**src/rtl/axi_lite_spi_regif.sv**
```systemverilog
// AXI4-Lite slave front end for the SPI controller: decodes four word registers
// and turns bus writes/reads into one-cycle strobes toward the controller.
module axi_lite_spi_regif #(
  parameter int ADDR_W = 5
) (
  input  logic              clk,
  input  logic              RST_N,
  input  logic [ADDR_W-1:0] s_axi_awaddr,
  input  logic              s_axi_awvalid,
  output logic              s_axi_awready,
  input  logic [31:0]       s_axi_wdata,
  input  logic [3:0]        s_axi_wstrb,
  input  logic              s_axi_wvalid,
  output logic              s_axi_wready,
  output logic [1:0]        s_axi_bresp,
  output logic              s_axi_bvalid,
  input  logic              s_axi_bready,
  input  logic [ADDR_W-1:0] s_axi_araddr,
  input  logic              s_axi_arvalid,
  output logic              s_axi_arready,
  output logic [31:0]       s_axi_rdata,
  output logic [1:0]        s_axi_rresp,
  output logic              s_axi_rvalid,
  input  logic              s_axi_rready,
  output logic [31:0]       o_data_to_registers,
  output logic              o_wr_controll_reg,
  output logic              o_wr_data_reg,
  output logic              o_read_status_reg,
  input  logic [31:0]       i_controll_reg,
  input  logic [31:0]       i_status_reg,
  input  logic [31:0]       i_data_reg
);

  typedef enum logic [1:0] {W_IDLE, W_HAVE_ADDR, W_HAVE_DATA, W_RESP} wstate_e;
  typedef enum logic {R_IDLE, R_VALID} rstate_e;

  localparam logic [1:0] SEL_CTRL   = 2'd0;
  localparam logic [1:0] SEL_STATUS = 2'd1;
  localparam logic [1:0] SEL_DATA   = 2'd2;
  localparam logic [1:0] RESP_OKAY  = 2'b00;
  localparam logic [1:0] RESP_SLV   = 2'b10;

  wstate_e     w_state_q;
  logic [1:0]  awsel_q;
  logic [31:0] wdata_q;
  logic [3:0]  wstrb_q;
  logic        awready_q, wready_q, bvalid_q;
  logic [1:0]  bresp_q;
  logic        wr_ctrl_q, wr_data_q;
  logic [31:0] data_out_q;

  rstate_e     r_state_q;
  logic        arready_q, rvalid_q;
  logic [31:0] rdata_q;
  logic [1:0]  rresp_q;

  logic        aw_hs, w_hs, ar_hs, have_aw, have_w, wr_err_d;
  logic [1:0]  wsel_d, rsel_d;
  logic [31:0] wdata_d, rdata_d;
  logic [3:0]  wstrb_d;
  logic        unused_bits;

  // Only address bits [3:2] and strobe bit 0 matter to the decode.
  assign unused_bits = ^{s_axi_awaddr, s_axi_araddr, s_axi_wstrb[3:1]};

  assign aw_hs   = s_axi_awvalid & awready_q;
  assign w_hs    = s_axi_wvalid & wready_q;
  assign ar_hs   = s_axi_arvalid & arready_q;
  assign have_aw = aw_hs | (w_state_q == W_HAVE_ADDR);
  assign have_w  = w_hs | (w_state_q == W_HAVE_DATA);
  assign rsel_d  = s_axi_araddr[3:2];

  // The beat that arrived earlier comes from the latch, the other straight from the bus.
  always_comb begin
    wsel_d  = (w_state_q == W_HAVE_ADDR) ? awsel_q : s_axi_awaddr[3:2];
    wdata_d = (w_state_q == W_HAVE_DATA) ? wdata_q : s_axi_wdata;
    wstrb_d = (w_state_q == W_HAVE_DATA) ? wstrb_q : s_axi_wstrb;
    // Status (01) and the hole at 0x0C (11) both have bit 0 set.
    wr_err_d = wsel_d[0] | ~wstrb_d[0];
  end

  always_comb begin
    rdata_d = 32'd0;
    case (rsel_d)
      SEL_CTRL:   rdata_d = i_controll_reg;
      SEL_STATUS: rdata_d = i_status_reg;
      SEL_DATA:   rdata_d = i_data_reg;
      default:    rdata_d = 32'd0;
    endcase
  end

  always_ff @(posedge clk or negedge RST_N) begin
    if (!RST_N) begin
      w_state_q  <= W_IDLE;
      awsel_q    <= 2'd0;
      wdata_q    <= 32'd0;
      wstrb_q    <= 4'd0;
      awready_q  <= 1'b0;
      wready_q   <= 1'b0;
      bvalid_q   <= 1'b0;
      bresp_q    <= RESP_OKAY;
      wr_ctrl_q  <= 1'b0;
      wr_data_q  <= 1'b0;
      data_out_q <= 32'd0;
    end else begin
      wr_ctrl_q  <= 1'b0;
      wr_data_q  <= 1'b0;
      data_out_q <= 32'd0;
      case (w_state_q)
        W_IDLE, W_HAVE_ADDR, W_HAVE_DATA: begin
          if (aw_hs) awsel_q <= s_axi_awaddr[3:2];
          if (w_hs) begin
            wdata_q <= s_axi_wdata;
            wstrb_q <= s_axi_wstrb;
          end
          if (have_aw && have_w) begin
            w_state_q <= W_RESP;
            awready_q <= 1'b0;
            wready_q  <= 1'b0;
            bvalid_q  <= 1'b1;
            bresp_q   <= wr_err_d ? RESP_SLV : RESP_OKAY;
            if (!wr_err_d) begin
              wr_ctrl_q  <= (wsel_d == SEL_CTRL);
              wr_data_q  <= (wsel_d == SEL_DATA);
              data_out_q <= wdata_d;
            end
          end else if (have_aw) begin
            w_state_q <= W_HAVE_ADDR;
            awready_q <= 1'b0;
            wready_q  <= 1'b1;
          end else if (have_w) begin
            w_state_q <= W_HAVE_DATA;
            awready_q <= 1'b1;
            wready_q  <= 1'b0;
          end else begin
            w_state_q <= W_IDLE;
            awready_q <= 1'b1;
            wready_q  <= 1'b1;
          end
        end
        W_RESP: begin
          if (s_axi_bready) begin
            w_state_q <= W_IDLE;
            bvalid_q  <= 1'b0;
            awready_q <= 1'b1;
            wready_q  <= 1'b1;
          end
        end
      endcase
    end
  end

  always_ff @(posedge clk or negedge RST_N) begin
    if (!RST_N) begin
      r_state_q <= R_IDLE;
      arready_q <= 1'b0;
      rvalid_q  <= 1'b0;
      rdata_q   <= 32'd0;
      rresp_q   <= RESP_OKAY;
    end else begin
      case (r_state_q)
        R_IDLE: begin
          if (ar_hs) begin
            r_state_q <= R_VALID;
            arready_q <= 1'b0;
            rvalid_q  <= 1'b1;
            rdata_q   <= rdata_d;
            rresp_q   <= (rsel_d == 2'd3) ? RESP_SLV : RESP_OKAY;
          end else begin
            arready_q <= 1'b1;
          end
        end
        R_VALID: begin
          if (s_axi_rready) begin
            r_state_q <= R_IDLE;
            rvalid_q  <= 1'b0;
            arready_q <= 1'b1;
          end
        end
      endcase
    end
  end

  assign s_axi_awready       = awready_q;
  assign s_axi_wready        = wready_q;
  assign s_axi_bvalid        = bvalid_q;
  assign s_axi_bresp         = bresp_q;
  assign s_axi_arready       = arready_q;
  assign s_axi_rvalid        = rvalid_q;
  assign s_axi_rdata         = rdata_q;
  assign s_axi_rresp         = rresp_q;
  assign o_wr_controll_reg   = wr_ctrl_q;
  assign o_wr_data_reg       = wr_data_q;
  assign o_data_to_registers = data_out_q;
  // Status flags are cleared by the controller on the very handshake cycle.
  assign o_read_status_reg   = ar_hs & (rsel_d == SEL_STATUS);

endmodule
```
**config.mk**
```make
export PLATFORM = sky130hd
export DESIGN_NAME = axi_lite_spi_regif
export DESIGN_NICKNAME = d
export VERILOG_FILES = /design/src/rtl/axi_lite_spi_regif.sv
export SDC_FILE = /design/constraint.sdc
export NUM_CORES = 1
export LEC_CHECK = 0
export CORE_ASPECT_RATIO = 0.6
export CORE_UTILIZATION = 45
export DETAILED_ROUTE_END_ITERATION = 7
export PLACE_DENSITY = 0.86
export REMOVE_ABC_BUFFERS = 1
export SETUP_SLACK_MARGIN = 0.05
export SYNTH_ARGS = -nofsm -noshare
export SYNTH_HDL_FRONTEND = slang
export SYNTH_SLANG_ARGS = --single-unit
```
**constraint.sdc**
```tcl
create_clock -name clk -period 4.85 [get_ports clk]
set_input_delay 0.7275 -clock clk [delete_from_list [all_inputs] [get_ports clk]]
set_output_delay 0.7275 -clock clk [all_outputs]
set_load 0.01 [all_outputs]
```
* Word-level counts from Yosys, hierarchy flattened
Index checks and enable logic that the tools add are counted.
** Word-level totals
- Register bits :: 113
- Latch bits :: 0
- RAM bits :: 0
- Bits in read-only memories :: 0
- Input bits :: 149
- Output and inout bits :: 76
- Memories :: 0
** Operators by class
- $add $sub $neg :: 0
- Multiply operators :: 0
- Divide/modulo/power cells :: 0
- $lt $le $gt $ge :: 0
- Eq/ne operators :: 11
- Shift-type cells :: 0
- Muxes and demuxes :: 40
- Bitwise gates (word level) :: 9
- Reductions and logical operators :: 11
** Operators with widths (number)
- $mux W32 :: 4
- $pmux W32 S3 :: 1
- $mux W1 :: 21
- $mux W2 :: 7
- $pmux W1 S2 :: 6
- $reduce_and A2 Y1 :: 6
- $eq A2 B2 Y1 const B :: 5
- $ne A2 B2 Y1 const B :: 4
- $logic_not A2 Y1 :: 3
- $and A1 B1 Y1 :: 4
- $eq A2 B1 Y1 const B :: 2
- $pmux W2 S2 :: 1
- $or A1 B1 Y1 :: 3
- $reduce_or A3 Y1 :: 1
- $not A1 Y1 :: 2
- $logic_and A1 B1 Y1 :: 1

* Logic depth before layout (Yosys ltp)
Gate-level depths: netlist of run 1.
- Depth in word-level cells :: 7
- Depth in mapped cells :: 6

* Worst setup path before layout of run 1
Ideal clock, no wire load.
- Kind :: input port to output port
- From :: input s_axi_araddr[2]
- To :: output o_read_status_reg
- Data arrival time :: 1.506 ns
- Path slack :: 2.617 ns
- Stages on the path :: 3
- Path through :: buf_2 > buf_2 > nor3b_1
** On the way
- Word-level cells in the longest chain between the ends :: 2
** Ends and longest elaborated chain
- start, declared :: line 18 : input logic [ADDR_W-1:0] s_axi_araddr,
- $eq A2 B1 Y1 :: line 196 : assign o_read_status_reg = ar_hs & (rsel_d == SEL_STATUS);
- $and A1 B1 Y1 :: line 196
- end, declared :: line 28 : output logic o_read_status_reg,
Every way passes these cells.

* Worst setup path after layout of run 1
- From :: input s_axi_araddr[3]
- To :: output o_read_status_reg
The elaborated chain is that of the path after synthesis.

==> results of run 1 <==
==> report_power, final <==
part | internal [uW] | leakage (uW) | switching (uW) | total (uW)
registers | 1300 | 0.00141 | 218 | 1520
logic | 866 | 0.00162 | 725 | 1590
clock network | 415 | 0.000146 | 315 | 729
==> cells in the mapped netlist <==
cell type / count / area share [%]
nand3_1: 3 / 0.30
clkbuf_1: 16 / 1.2
nand2_1: 40 / 3.0
conb_1: 1 / 0.075
nor2_1: 3 / 0.22
dfrtp_1: 111 / 55
inv_1: 2 / 0.15
mux2_4: 1 / 0.30
nor4bb_1: 1 / 0.20
mux2_2: 36 / 8.1
a21oi_1: 1 / 0.10
buf_6: 5 / 1.1
a21o_1: 3 / 0.45
buf_2: 14 / 1.4
buf_4: 2 / 0.30
nor2b_1: 2 / 0.25
mux2i_1: 65 / 13
and2b_1: 1 / 0.15
nor3_1: 30 / 3.0
nor3_2: 3 / 0.60
a2bb2oi_1: 33 / 5.8
o21ai_0: 35 / 3.5
nor4b_1: 1 / 0.17
nor3b_1: 2 / 0.30
and2_1: 1 / 0.12
and3_1: 2 / 0.25
a311oi_4: 1 / 0.52
nand3b_1: 1 / 0.15
==> per-stage QoR <==
stage	hold WS (ns)	worst slack (ns)
after floorplan	0.432	2.56
after global placement	0.463	1.94
after detailed placement	0.470	1.88
after CTS	0.485	1.95
after global routing	0.509	1.90
final	0.480	1.95
==> layer usage <==
layer	vias to the layer above	track usage [%]	wire, um
met1	1925	29.4	5520
met5	-	0	0
met4	0	4.80	89
li1	1866	-	-
met2	105	38.6	6350
met3	8	5.45	632
==> cell type report <==
type	count	share of cell area [%]
clock inverters	4	0.704
repair buffers	220	29.1
well taps	139	2.33
clock buffers	11	3.25
flip-flops and latches	111	37.2
inverters	2	0.101
multi-input cells	267	27.3
==> worst max-delay path by stage <==
stage / end / slack, ns / cells past startpoint
6_report: o_read_status_reg / 1.95 / 4
5_1_grt: o_read_status_reg / 1.90 / 4
4_1_cts: o_read_status_reg / 1.95 / 4
3_5_place_dp: o_data_to_registers[17] / 1.88 / 5
3_3_place_gp: o_data_to_registers[24] / 1.94 / 5
2_1_floorplan: s_axi_bresp[1] / 2.56 / 3
==> worst reg2reg max path, stage by stage, from the launching register on <==
cell and delay, ns:
dfrtp_1 0.53, mux2_4 0.35, a311oi_4 0.81, buf_4 0.40
nor3_1 0.10
==> cells by family (layout without fill, tap and decap cells) <==
group,Yosys count,in the layout,share of synthesized area [%]
AO/OA/AOI/OAI,73,73,10.3
buffers and inverters,39,237,4.17
multiplexers,102,102,21.4
AND/OR/NAND/NOR,90,90,8.71
flip-flops,111,111,55.4
other,1,2,0.0748
==> results.md, run 1 <==
* Power per cell area at 514 nW/um2
* Effective utilization at floorplan at 46.9%
* Crit path from: s_axi_araddr[3]
* Design Area, Final at 7470 um2
* Hold_sp: s_axi_rdata[14]
* CP most frequent cell: clkdlybuf4s50_1
* Clock transition at the registers of the reported paths at 0.06 ns
* Crit start category: input port
* Syn-to-layout area delta at 48.9%
* Period Utilization, post-route at 59.9%
* Nets at 760
* Placed cells at 739
* IO Count at 225
* Synthesized flop and latch total at 111
* Most frequent cells in the layout: clkdlybuf4s50_1 (211), dfrtp_1 (111), mux2i_1 (65)
* Initial DRC count at 205
* Hold Crit Depth at 2
* Placed instance area at 7170 um2
* FILL cells at 803
* CTS buffer count at 9
* Routed WL at 12.6 mm
* Die width at 138 um
* Average cell area after synthesis at 12.1 um2
* Pin count of the biggest net entering global routing at 75
* Overall Global Routing Usage at 22.6%
* Register area at 2780 um2
* Worst Setup Path Type: in2out
* Clock root cell: clkbuf_16
* F_max at 0.344 GHz
* Rel. slew slack at 31.3%
* Period minus WS final at 2.90 ns
* Worst Setup End Kind: output port
* CTS tree: built
* Skew final at 0.00898 ns
* Core box area at 10,700 um2
* Post-CTS Setup Repair Bufs at 0
* Pre-antenna DRT Iters at 6
* Final core occ at 69.8%
* CP cell instances: clkdlybuf4s50_1, buf_4, nor3b_1, clkdlybuf4s50_1
* Initial antenna violation count at 0
* Crit path buf inv count at 3
* Avg Vias per Cell at 5.18
* Synth warn at 0
* Hold buffers post-CTS at 0
* Routability Congestion at 0.816
* CTS H-tree depth at 3
* Post-synth cell types at 28
* VDD IR max at 0.326 mV
* Syn Std Cell Area at 5020 um2
* CP max FO at 35
* Hold/Removal Path Class: reg2reg
* Vias in the first global route at 4,068
* Total Neg Setup Slack at 0 ns
* Die Area at 11,600 um2
* Port-buffer cells at 213
* WHS Endpoint: s_axi_rdata[14]
* Reg2reg path depth at 4
* Layout cells sized above 1 at 10.9%
* Hpwl dp at 9.37 mm
* Leakage at 0.00318 uW
* Syn Inst Count at 416
* Clk_lat worst skew at 0.34 ns
* Final Non-Filler Cells at 754
* Gr ovfl total at 0
* Clock buffer depth at 2
* Most common cell after layout, fill and taps aside: clkdlybuf4s50_1
* Multi-input logic area at 2040 um2
* Fin. max-slew vios at 0
* Max-cap violations at 0
* Final hold viol count at 0
* # diodes at 0
* Req. time, crit path at 4.12 ns
* WL/cell at 16.7 um
* Drc violations at 18
* Reg2reg end: o_data_to_registers[17]
* Worst r2r src: w_state_q[0]
* CP arrival at 2.18 ns
* Clock sinks at 111
* Largest delay share family, worst path: buffers and inverters
* FP Rows at 29
* R2R Setup Slk at 2.50 ns
* Largest stage delay on the critical path at 0.58 ns
* Critical path's slowest cell: clkdlybuf4s50_1
* Least-Margin Pin Slew at 1.03 ns
* First-pass GRT wire length at 20.7 mm
* Seq/Total Area, Yosys at 55.4%
* Post-CTS resize count at 0
* ANT nets after route at 0
* Final setup viols at 0
* Vias at 3,904
* Die Ht at 83.8 um
* Total power at 3840 uW
* RSZ-0062 raised after global routing: false
* Run status: finished, violations left
* Failing checks: design-rule violations
(Power assumes the default switching activity.)
==> run 2: changes to the inputs <==
--- a/config.mk
+++ b/config.mk
@@ -6,9 +6,9 @@
 export NUM_CORES = 1
 export LEC_CHECK = 0
 export CORE_ASPECT_RATIO = 0.6
-export CORE_UTILIZATION = 45
+export CORE_UTILIZATION = 38
 export DETAILED_ROUTE_END_ITERATION = 7
-export PLACE_DENSITY = 0.86
+export PLACE_DENSITY = 0.77
 export REMOVE_ABC_BUFFERS = 1
 export SETUP_SLACK_MARGIN = 0.05
 export SYNTH_ARGS = -nofsm -noshare
==> constraint.sdc (replaced) <==
create_clock -name clk -period 2.4 [get_ports clk]
set_input_delay 0.36 -clock clk [delete_from_list [all_inputs] [get_ports clk]]
set_output_delay 0.36 -clock clk [all_outputs]
set_load 0.01 [all_outputs]
==> results.md, run 2 (synthesis gave the netlist of run 1 again) <==
* Design Area, Final at 7620 um2 (+2.0%)
* Period minus WS final at 2.10 ns
* Overall Global Routing Usage at 19.5% (-3.1 points)
* Syn-to-layout area delta at 51.9%
* Sw frac at 32.7% (about the same)
* Routability Congestion at 0.780 (-4.4%)
* Leakage at 0.00322 uW (+1.4%)
* Comb power frac at 42.2% (+0.8 points)
* Initial antenna violation count at 0 (unchanged)
* Register share of total power at 39.0% (-0.6 points)
* Clock root cell: clkbuf_16
* First-pass GRT wire length at 20.7 mm (+0.20%)
* VDD IR max at 0.577 mV (+77%)
* Power per cell area at 1030 nW/um2 (+100%)
* WL/cell at 16.2 um (-3.0%)
* CTS tree: built
* Clock buffer depth at 2 (unchanged)
* ANT nets after route at 0 (unchanged)
* Worst r2r src: w_state_q[1]
* Clk_lat worst skew at 0.34 ns (about the same)
* Hold/Removal Path Class: in2async
* Pin count of the biggest net entering global routing at 68 (-9.3%)
* Worst Setup Path Type: in2out
* P_sw at 2560 uW (+100%)
* Placed instance area at 7310 um2 (+1.9%)
* Initial DRC count at 95 (-54%)
* # diodes at 0 (unchanged)
* Gr ovfl total at 0 (unchanged)
* Die Ht at 91.0 um (+8.6%)
* Crit path from: s_axi_arvalid
* IO Count at 225 (unchanged)
* Routed WL at 12.8 mm (+1.9%)
* Final core occ at 59.3% (-10 points)
* Run status: completed
* Final Non-Filler Cells at 792 (+5.0%)
* Drc violations at 0 (-18)
* Effective utilization at floorplan at 39.0% (-7.8 points)
* Vias in the first global route at 3,979 (-2.2%)
* CTS buffer count at 9 (unchanged)
* Max-cap violations at 0 (unchanged)
* Avg Vias per Cell at 5.00 (-3.5%)
* Nets at 766 (+0.79%)
* Final setup viols at 0 (unchanged)
* CP max FO at 2 (-94%)
* Post-CTS Setup Repair Bufs at 0 (unchanged)
* Worst Setup End Kind: output port
* Vias at 3,957 (+1.4%)
* Fin. max-slew vios at 0 (unchanged)
* Die Area at 13,700 um2 (+18%)
* Core box area at 12,900 um2 (+20%)
* Setup ws final at 0.304 ns (-1.64 ns)
* Clock transition at the registers of the reported paths at 0.07 ns (about the same)
* Pre-antenna DRT Iters at 4 (-2)
* Clk pwr share at 18.8% (-0.2 points)
* Port-buffer cells at 213 (unchanged)
* Period Utilization, post-route at 87.4%
* CTS H-tree depth at 3 (unchanged)
* P_int at 5270 uW (+100%)
* F_max at 0.477 GHz
* Skew final at 0.00861 ns (-0.000374 ns)
* Clock sinks at 111 (unchanged)
* Req. time, crit path at 2.04 ns (-2.08 ns)
* Post-CTS resize count at 0 (unchanged)
* RSZ-0062 raised after global routing: false
* Most common cell after layout, fill and taps aside: clkdlybuf4s50_1
* Total Neg Setup Slack at 0 ns (unchanged)
* Layout cells sized above 1 at 11.7% (+0.84 points)
* Final hold viol count at 0 (unchanged)
* Most frequent cells in the layout: clkdlybuf4s50_1 (211), dfrtp_1 (111), mux2i_1 (65)
* CP arrival at 1.74 ns (-0.44 ns)
* Hpwl dp at 9.50 mm (+1.4%)
* Placed cells at 775 (+4.9%)
* Die width at 150 um (+8.7%)
* Crit start category: input port
* Rel. slew slack at 65.3% (+34 points)
* FP Rows at 32 (+10%)
* Worst slack at placement at 0.302 ns (-1.57 ns)
* Least-Margin Pin Slew at 0.513 ns (-0.518 ns)
==> run 2: cell types whose count changed in the layout (fill, tap and decap cells not counted), sizes merged <==
| cell | change |
|---|---|
| buf | +5 |
| clkinvlp | +2 |
| clkbuf | -1 |
| dlygate4sd3 | +1 |
==> run 2: final cells by class <==
type,instances,area [um2]
Timing Repair Buffer,226,2290
Fill cell,1064,5230
Multi-Input combinational cell,267,2040
Clock inverter,6,67.6
Sequential cell,111,2780
Clock buffer,10,229
Inverter,2,7.51
Tap cell,170,213
==> run 2: worst paths after layout <==
path / endpoint / slack [ns] / cells past startpoint
worst max register to register: s_axi_bresp[1] / 0.65 / 4
min in group clk: s_axi_rresp[1] / 0.48 / 2
max in group asynchronous: o_data_to_registers[10] / 1.31 / 3
worst min-delay path: s_axi_rdata[22] / 0.47 / 2
worst max-delay path: o_read_status_reg / 0.30 / 4
worst min register to register: s_axi_rresp[1] / 0.48 / 2
==> run 2: timing repair <==
action                                 CTS  global route
setup endpoints to repair                0             0
hold buffers                             1             0
endpoints found under the hold margin   25             0
==> run 2: through the flow <==
| stage | hold slack [ns] | power, uW |
|---|---|---|
| finish | 0.474 | 7840 |
| global route | 0.489 | 8360 |
| CTS | 0.482 | 7920 |
| detailed placement | 0.298 | 6410 |
| global placement | 0.296 | 6290 |
| floorplan | 0.0644 | 4650 |
==> run 2: critical path, cell delays in order <==
cell	delay [ns]
clkdlybuf4s50_1	0.49
nand2_1	0.08
nor3b_1	0.24
clkdlybuf4s50_1	0.58
==> run 2: power by group through the flow <==
stage	registers [uW]	clock network, uW	logic [uW]
after floorplan	3220	0	1430
after global placement	3040	0	3240
after detailed placement	3090	0	3320
after CTS	3060	1530	3330
after global routing	3160	1620	3570
final	3050	1480	3310
==> run 2: routing by layer <==
layer	part of all wire, %	vias to the layer above	track usage (%)
li1	-	1891	-
met1	48	1956	28.4
met2	46	103	29.7
met3	5.3	7	4.02
met4	0.75	0	4.38
met5	0	-	0
==> run 3: changes to the inputs <==
--- a/config.mk
+++ b/config.mk
@@ -5,10 +5,11 @@
 export SDC_FILE = /design/constraint.sdc
 export NUM_CORES = 1
 export LEC_CHECK = 0
+export CAP_MARGIN = 40
 export CORE_ASPECT_RATIO = 0.6
-export CORE_UTILIZATION = 38
+export CORE_UTILIZATION = 45
 export DETAILED_ROUTE_END_ITERATION = 7
-export PLACE_DENSITY = 0.77
+export PLACE_DENSITY = 0.86
 export REMOVE_ABC_BUFFERS = 1
 export SETUP_SLACK_MARGIN = 0.05
 export SYNTH_ARGS = -nofsm -noshare
==> constraint.sdc (replaced) <==
create_clock -name clk -period 2.7 [get_ports clk]
set_input_delay 0.405 -clock clk [delete_from_list [all_inputs] [get_ports clk]]
set_output_delay 0.405 -clock clk [all_outputs]
set_load 0.01 [all_outputs]
==> results.md, run 3 (synthesis gave the netlist of run 1 again) <==
* Run status: finished, violations left
* Failing checks: design-rule violations
* CTS buffer count at 9 (unchanged)
* Crit path from: s_axi_arvalid
* Overall Global Routing Usage at 23.5% (+4.0 points)
* Port-buffer cells at 213 (unchanged)
* ANT nets after route at 0 (unchanged)
* Core box area at 10,700 um2 (-17%)
* Period Utilization, post-route at 81.1%
* WL/cell at 17.0 um (+4.8%)
* Die Ht at 83.8 um (-7.9%)
* F_max at 0.457 GHz
* Nets at 767 (+0.13%)
* Most common cell after layout, fill and taps aside: clkdlybuf4s50_1
* Final hold viol count at 0 (unchanged)
* Clock sinks at 111 (unchanged)
* Skew final at 0.00627 ns (-0.00234 ns)
* Post-CTS resize count at 0 (unchanged)
* RSZ-0062 raised after global routing: false
* Final core occ at 70.4% (+11 points)
* Req. time, crit path at 2.30 ns (+0.26 ns)
* CP max FO at 2 (unchanged)
* Hpwl dp at 9.50 mm (about the same)
* Fin. max-slew vios at 0 (unchanged)
* Period minus WS final at 2.19 ns
* Final setup viols at 0 (unchanged)
* Syn-to-layout area delta at 50.3%
* Routability Congestion at 0.866 (+11%)
* Clk_lat worst skew at 0.34 ns (about the same)
* Least-Margin Pin Slew at 0.607 ns (+0.0937 ns)
* Max-cap violations at 0 (unchanged)
* IO Count at 225 (unchanged)
* Die Area at 11,600 um2 (-15%)
* Pre-antenna DRT Iters at 6 (+2)
* FILL cells at 744 (-30%)
* Crit start category: input port
* Reg2reg path depth at 4 (unchanged)
* Worst r2r src: w_state_q[1]
* Vias in the first global route at 4,127 (+3.7%)
* Worst slack at placement at 0.467 ns (+0.165 ns)
* Initial DRC count at 121 (+27%)
* Leakage at 0.00321 uW (-0.35%)
* Initial antenna violation count at 0 (unchanged)
* Effective utilization at floorplan at 46.9% (+7.8 points)
* Design Area, Final at 7540 um2 (-1.1%)
* Die width at 138 um (-8.0%)
* Reg2reg end: wdata_q[15]
* Power per cell area at 928 nW/um2 (-9.8%)
* Drc violations at 18 (+18)
* Total Neg Setup Slack at 0 ns (unchanged)
* CP arrival at 1.78 ns (+0.04 ns)
* Worst Setup Path Type: in2out
* Clock root cell: clkbuf_16
* Clock transition at the registers of the reported paths at 0.07 ns (about the same)
* Gr ovfl total at 0 (unchanged)
* Vias at 3,988 (+0.78%)
* Routed WL at 12.9 mm (+0.69%)
* Hold/Removal Path Class: in2async
* CP Capture Point: o_read_status_reg
* # diodes at 0 (unchanged)
* VDD IR max at 0.523 mV (-9.4%)
* Worst Setup End Kind: output port
* CTS tree: built
* Avg Vias per Cell at 5.24 (+4.9%)
* Layout cells sized above 1 at 11.9% (+0.16 points)
* CTS H-tree depth at 3 (unchanged)
* Hold_ws at 0.0704 ns (-0.403 ns)
* Setup ws final at 0.511 ns (+0.207 ns)
* Most frequent cells in the layout: clkdlybuf4s50_1 (211), dfrtp_1 (111), mux2i_1 (65)
* Placed instance area at 7230 um2 (-1.2%)
* R2R Setup Slk at 0.89 ns (+0.24 ns)
* Hold buffers post-CTS at 0 (-1)
* First-pass GRT wire length at 21.3 mm (+2.6%)
* Clock buffer depth at 2 (unchanged)
* FP Rows at 29 (-9.4%)
* Pin count of the biggest net entering global routing at 67 (-1.5%)
* Rel. slew slack at 59.6% (-5.8 points)
* Post-CTS Setup Repair Bufs at 0 (unchanged)
## run 3: report_power, final
part           leakage [uW]  total [uW]  switching (uW)  internal, uW
Sequential          0.00141        2730             390          2340
Combinational       0.00166        2890            1310          1580
Clock              0.000145        1380             571           810
## run 3: final cells by class
| class | instances | area [um2] | area share (%) |
|---|---|---|---|
| timing repair buffer | 227 | 2230 | 29.6 |
| sequential | 111 | 2780 | 36.8 |
| inverter | 2 | 7.51 | 0.0996 |
| tap | 139 | 174 | 2.31 |
| clock buffer | 10 | 229 | 3.04 |
| multi-input combinational | 267 | 2040 | 27.0 |
| clock inverter | 5 | 83.8 | 1.11 |
## run 3: worst min-delay path by stage
stage	slack, ns	endpoint	from	depth (start not counted)
2_1_floorplan	0.11	awsel_q[0]	RST_N	0
3_3_place_gp	0.45	wdata_q[20]	RST_N	1
3_5_place_dp	0.47	o_data_to_registers[20]	RST_N	1
4_1_cts	0.09	o_data_to_registers[20]	RST_N	1
5_1_grt	0.11	o_data_to_registers[20]	RST_N	1
6_report	0.07	o_data_to_registers[20]	RST_N	1
## run 3: routing by layer
layer  GRT usage (%)  part of all wire (%)  wire length, um  vias up
met1            29.7                    44             5730     1970
met4            5.72                  0.94              121        0
li1                -                     -                -     1886
met5               0                     0                0        -
met3            6.54                   5.7              731       11
met2            40.0                    49             6330      121
## run 3: worst max-delay path: stages
cell,delay [ns]
clkdlybuf4s50_1,0.51
nand2_1,0.08
nor3b_1,0.20
clkdlybuf4s50_1,0.59
## run 3: metrics by stage
stage	std cells	total power, uW
5_1_grt	761	7420
4_1_cts	761	7080
3_3_place_gp	746	5520
3_5_place_dp	746	5670
2_1_floorplan	380	4130
6_report	761	7000
